$ cat config.mk
export PLATFORM = sky130hd
export DESIGN_NAME = imm_extend_sequencer
export DESIGN_NICKNAME = d
export VERILOG_FILES = /design/src/rtl/imm_extend_sequencer.sv
export SDC_FILE = /design/constraint.sdc
export NUM_CORES = 1
export LEC_CHECK = 0
export CAP_MARGIN = 20
export CORE_UTILIZATION = 55
export DETAILED_ROUTE_END_ITERATION = 6
export DONT_BUFFER_PORTS = 1
export PLACE_DENSITY = 0.73
export RECOVER_POWER = 50
export SYNTH_ARGS = -nofsm -noshare
export SYNTH_HDL_FRONTEND = slang
export SYNTH_SLANG_ARGS = --single-unit
$ cat constraint.sdc
create_clock -name CLK -period 1.3 [get_ports CLK]
set_input_delay 0.195 -clock CLK [delete_from_list [all_inputs] [get_ports CLK]]
set_output_delay 0.195 -clock CLK [all_outputs]
set_load 0.05 [all_outputs]
$ cat src/rtl/imm_extend_sequencer.sv
// -----------------------------------------------------------------------------
// imm_extend_sequencer
//
// Builds extended immediates from a 16-bit instruction stream. A prefix word
// (opcode 4'hF) carries 12 high-order bits that are combined with the 8-bit
// short immediate of the following instruction into a 20-bit field. Without a
// prefix only the 8-bit short immediate is used. The field is sign- or
// zero-extended (U bit, INST[8]) to OUTPUTSize bits and presented on a
// valid/ready output with one cycle of latency and full throughput.
//
// Parameters
//   OUTPUTSize  width of IMM, legal range 20..64 (default 32)
//
// Configuration macro
//   IMMSEQ_PREFIX_ERR_EN  when defined, ERR is a sticky flag set after a prefix
//                         follows a prefix; otherwise ERR is tied low.
//
// Ports
//   CLK        in   clock, rising edge
//   RESET      in   synchronous active-high reset
//   FLUSH      in   synchronous discard of held prefix and pending output
//   IN_VALID   in   INST holds a valid instruction word
//   IN_READY   out  block accepts INST this cycle
//   INST       in   [15:12] opcode, [8] U (1 = zero-extend), [7:0] short imm;
//                   opcode 4'hF is a prefix with payload [11:0]
//   OUT_VALID  out  IMM/OPCODE hold a result
//   OUT_READY  in   consumer takes the result this cycle
//   IMM        out  extended immediate
//   OPCODE     out  opcode of the instruction that produced IMM
//   ERR        out  sticky prefix-error flag
// -----------------------------------------------------------------------------
module imm_extend_sequencer #(
  parameter int OUTPUTSize = 32
) (
  input  logic                  CLK,
  input  logic                  RESET,
  input  logic                  FLUSH,
  input  logic                  IN_VALID,
  output logic                  IN_READY,
  input  logic [15:0]           INST,
  output logic                  OUT_VALID,
  input  logic                  OUT_READY,
  output logic [OUTPUTSize-1:0] IMM,
  output logic [3:0]            OPCODE,
  output logic                  ERR
);

  typedef enum logic {
    IDLE     = 1'b0,
    PREFIXED = 1'b1
  } state_t;

  localparam logic [3:0] PREFIX_OP = 4'hF;

  state_t                  state;
  logic [11:0]             payload;

  logic                    accept;
  logic                    is_prefix;
  logic                    sign_bit;
  logic [19:0]             field;
  logic [OUTPUTSize-1:0]   next_imm;

  // Input is taken when the output slot is free or draining this cycle.
  assign IN_READY  = (!OUT_VALID || OUT_READY) && !FLUSH;
  assign accept    = IN_VALID && IN_READY;
  assign is_prefix = (INST[15:12] == PREFIX_OP);

  // NOTE: every variable assigned in always_comb gets a default first, so no
  // path leaves it unassigned and no latch is inferred.
  always_comb begin
    sign_bit = 1'b0;
    field    = '0;
    next_imm = '0;
    if (state == PREFIXED) begin
      sign_bit = payload[11] & ~INST[8];
      field    = {payload, INST[7:0]};
    end else begin
      sign_bit = INST[7] & ~INST[8];
      field    = {{12{sign_bit}}, INST[7:0]};
    end
    // Fill with the sign, then overlay the 20-bit field; this stays legal
    // when OUTPUTSize is exactly 20.
    next_imm        = {OUTPUTSize{sign_bit}};
    next_imm[19:0]  = field;
  end

  // NOTE: sequential state uses non-blocking assignments so every register
  // samples pre-edge values regardless of statement order.
  always_ff @(posedge CLK) begin
    if (RESET) begin
      state     <= IDLE;
      payload   <= '0;
      OUT_VALID <= 1'b0;
      IMM       <= '0;
      OPCODE    <= '0;
    end else if (FLUSH) begin
      state     <= IDLE;
      OUT_VALID <= 1'b0;
    end else begin
      // A consumed result drops valid unless a new one lands below.
      if (OUT_VALID && OUT_READY) begin
        OUT_VALID <= 1'b0;
      end
      if (accept) begin
        if (is_prefix) begin
          payload <= INST[11:0];
          state   <= PREFIXED;
        end else begin
          IMM       <= next_imm;
          OPCODE    <= INST[15:12];
          OUT_VALID <= 1'b1;
          state     <= IDLE;
        end
      end
    end
  end

`ifdef IMMSEQ_PREFIX_ERR_EN
  // Sticky: only RESET clears it; FLUSH leaves it alone.
  always_ff @(posedge CLK) begin
    if (RESET) begin
      ERR <= 1'b0;
    end else if (accept && is_prefix && (state == PREFIXED)) begin
      ERR <= 1'b1;
    end
  end
`else
  assign ERR = 1'b0;
`endif

endmodule

; Yosys cells after proc, flatten, opt, wreduce, memory -nomap -nowiden
; Index checks and enable logic that the tools add are counted.
[classes]
eq_ne = 1
n_mux = 6
bitwise_logic = 5
n_reduce_logical = 9
[op_table]
columns = operator, n
row1 = $mux 20, 1
row2 = $reduce_and 3->1, 2
row3 = $mux 1, 5
row4 = $eq 4x4->1 const B, 1
row5 = $logic_and 1x1->1, 3
row6 = $not 1->1, 3
row7 = $and 1x1->1, 2
row8 = $logic_not 1->1, 2
row9 = $reduce_or 2->1, 1
row10 = $logic_or 1x1->1, 1
[word_totals]
regBits = 39
out_inout_bits = 39
wordCells = 26

; Longest topological paths before layout
[depth]
depth_word = 5
mapped_depth = 6
mapped_depth_nobuf = 4

; Worst setup path before layout
; OpenSTA, ideal clock, no wires.
[synth_path]
path_kind = reg-to-output
from = reg OUT_VALID
to = out IN_READY
t_arrival_ns = 1.362
required_ns = 1.105
path_slack_ns = -0.257
path_stages_with_launch = 3
n_path_buf = 0
path_cell_list = dfxtp_1 -> nor2b_1 -> nor2_1
[synth_via]
elab_chain_len = 3
[synth_rtl]
columns = item, line
row1 = from (decl), 41  ; output logic OUT_VALID,
row2 = from (signal assigned), 94  ; OUT_VALID <= 1'b0;
row3 = from (signal assigned), 99  ; OUT_VALID <= 1'b0;
row4 = from (signal assigned), 103  ; OUT_VALID <= 1'b0;
row5 = $logic_not 1->1, 65  ; assign IN_READY = (!OUT_VALID || OUT_READY) && !FLUSH;
row6 = $logic_or 1x1->1, 65
row7 = $logic_and 1x1->1, 65
row8 = to (decl), 39  ; output logic IN_READY,
; No other way between the ends.

; Worst setup path after layout
[layout_path]
from = reg IMM[20] (netlist name)
to = out IMM[20]
[layout_rtl]
columns = item, line
row1 = to (decl), 43  ; output logic [OUTPUTSize-1:0] IMM,
; No word-level cell between the ends.

==> run metrics <==
status finished, violations left; violated checks negative setup slack; largest fanout of any net on the critical path 10; Worst Slack Setup Final -74.2 ps; combined area of all synthesized cells 1580 sq um; post-route ant nets 0; final number of hold-violating endpoints 0; static leakage 0.752 nW; detailed placement HPWL 2300 um; total power per unit cell area 1230 nW/um^2; Post-Route Setup TNS -753 ps; Unique masters post-synth 25; clock root buffer sky130_fd_sc_hd__clkbuf_4; number of nets in the finished design 221; category of the worst setup path launch point flip-flop; post-route fraction of the period consumed by the critical path 1.06; Critical Path RT 1110 ps; clock-pin slew on the worst setup and hold paths 110 ps; post-synthesis area per instance 9.23 sq um; RSZ-0062 raised after global routing true; register-to-register setup slack -20 ps; Core Util, Final 0.713; worst path buffer plus inverter count 1; total iterations of the first detailed-routing run 4; initial antenna violation count 0; #FFs+latches synth 39; grt total ovfl 0; total number of vias 1275; max_slew headroom 0.642; Top Family by Delay on Critical Path buffers and inverters; total setup violations reported at the end of the flow 11; die boundary height 55.6 um; type of the worst setup path reg -> out; footprint of the flip-flops and latches 790 sq um; Clock Skew 9.26 ps; Max stage delay on crit path 430 ps; cell count after placement 211; total power draw 0.00240 W; count of buffers inserted at the top-level ports 0; WL per Instance 14.8 um; Placeable Area 2730 sq um; TritonCTS clock tree built; cell type of the slowest stage on the worst timing path sky130_fd_sc_hd__buf_16; Hold Crit Start INST[11]; total global routing track utilization 0.234; area added between synthesis and finish 23.6%; CP endpoint kind primary output; crit-path cells buf_16; Place WS -366 ps; clock buffer count from CTS 5; Initial DRC Count 26; clock sink count 39; remaining routing DRC violations 0; maximum count of clock buffers along a single path 2; routability cong. 0.797; footprint of the multi-input gates 679 sq um; initial cell density of the core 0.577; share of synthesized area occupied by flip-flops and latches 0.495; maximum resistive drop on vdd 0.950 mV; average vias per placed instance 5.50; first element of the critical path IMM[20]; final critical delay including setup and external delays 1370 ps; Worst-Margin Slew 537 ps; clock insertion delay at the later pin of the skew report 350 ps; total wire length after detailed routing 3440 um; max-slew violation count 0; fill count 198; number of ports placed on the die boundary 60; max_cap viols 0; via count of the first global-routing pass 1198; reg2reg start OUT_VALID; die area 3090 sq um; die boundary width 55.6 um; number of H-tree branching levels 2; global-route wire length before repair 5590 um; Cells after Synth 171; data arrival time of the worst path 1180 ps; number of warnings printed during yosys synthesis 0; non-filler instance count after layout 232; diodes inserted 0; Max Freq 728 MHz; pin count of the biggest net entering global routing 36; FP Rows 19; Net Count, Synth 192; Hold WC Path Type in -> reg; fraction of final layout cells with drive strength greater than 1 0.294
## worst register-to-register path, stage by stage (launching register included)
cell and delay [ps]:
sky130_fd_sc_hd__dfxtp_4 370, sky130_fd_sc_hd__nand2b_1 140, sky130_fd_sc_hd__and3_1 220, sky130_fd_sc_hd__clkbuf_4 250
sky130_fd_sc_hd__nor2_1 70, sky130_fd_sc_hd__nor3_1 200
## final cells by class
| cell class | instances | area share |
|---|---|---|
| well taps | 31 | 0.0199 |
| clock buffers | 7 | 0.0282 |
| clock inverters | 1 | 0.00449 |
| inverters | 1 | 0.00193 |
| multi-input cells | 106 | 0.349 |
| flip-flops and latches | 39 | 0.405 |
| repair buffers | 47 | 0.192 |
## routing by layer
| layer | vias to the layer above | wire (um) | GRT usage |
|---|---|---|---|
| met5 | - | 0 | 0 |
| met1 | 597 | 1450 | 0.284 |
| met4 | 0 | 74 | 0.0857 |
| li1 | 629 | - | - |
| met3 | 9 | 222 | 0.0773 |
| met2 | 40 | 1700 | 0.387 |
## flip-flops by register name, indices dropped and copies added, names as in the netlist
register and cells:
state 1, OUT_VALID 1, IMM 21, OPCODE 4, payload 12
## synthesized netlist by cell type, drive strengths merged
master | number | area (sq um)
clkbuf | 7 | 26.3
conb | 1 | 3.75
or3 | 1 | 6.26
a211oi | 13 | 97.6
nor2 | 25 | 93.8
nor3 | 13 | 70.1
buf | 18 | 131
nand3 | 1 | 5.00
nor3b | 2 | 26.3
inv | 1 | 3.75
nand2b | 1 | 6.26
mux2i | 13 | 130
nand4 | 1 | 12.5
dfxtp | 39 | 781
nor2b | 2 | 15.0
o221a | 4 | 45.0
nand2 | 18 | 67.6
a21oi | 10 | 50.1
and3 | 1 | 6.26
## layout by cell type (no fill, tap or decap), types with 2 or more instances in the layout
cell                             n
sky130_fd_sc_hd__dlygate4sd3_1  12
sky130_fd_sc_hd__dfxtp_4         2
sky130_fd_sc_hd__a211oi_1       11
sky130_fd_sc_hd__mux2i_1        13
sky130_fd_sc_hd__nor3_1         12
sky130_fd_sc_hd__nor3b_4         2
sky130_fd_sc_hd__clkbuf_2       26
sky130_fd_sc_hd__a21oi_1        10
sky130_fd_sc_hd__buf_6           3
sky130_fd_sc_hd__buf_4           2
sky130_fd_sc_hd__nand2_1        18
sky130_fd_sc_hd__dfxtp_1        36
sky130_fd_sc_hd__clkbuf_4        6
sky130_fd_sc_hd__buf_12          2
sky130_fd_sc_hd__nor2_1         24
sky130_fd_sc_hd__o221a_2         4
## final timing paths
path | endpoint | depth (start not counted)
worst max register to register | IMM[10] | 5
worst min-delay path | payload[11] | 2
worst min register to register | IMM[17] | 2
worst max-delay path | IMM[20] | 1
## cell families after synthesis
| group | after synthesis | synth area share |
|---|---|---|
| flip-flops | 39 | 0.495 |
| buffers and inverters | 26 | 0.102 |
| AO/OA/AOI/OAI | 27 | 0.122 |
| AND/OR/NAND/NOR | 65 | 0.196 |
| multiplexers | 13 | 0.0825 |
| other | 1 | 0.00238 |
## stage by stage
step                hold slack (ps)  area, sq um
finish                         25.9         1950
global route                   25.7         1950
CTS                            12.3         1990
detailed placement              265         1780
global placement                265         1780
floorplan                       264         1590
## what timing repair did
item                                    in CTS  in global routing
resized for setup                            2                  8
buffers inserted                             0                  0
pin swaps                                    0                  1
endpoints found under the hold margin       35                  0
hold buffers                                13                  0
endpoints found under the setup margin      23                 29
gates cloned                                 0                  0
## where the power goes
part | internal [W] | switching (W) | leakage (nW)
Clock | 0.000268 | 0.000394 | 0.0355
Sequential | 0.00124 | 0.0000246 | 0.320
Combinational | 0.000137 | 0.000339 | 0.396
Total | 0.00165 | 0.000758 | 0.752
(Power assumes the default switching activity.)
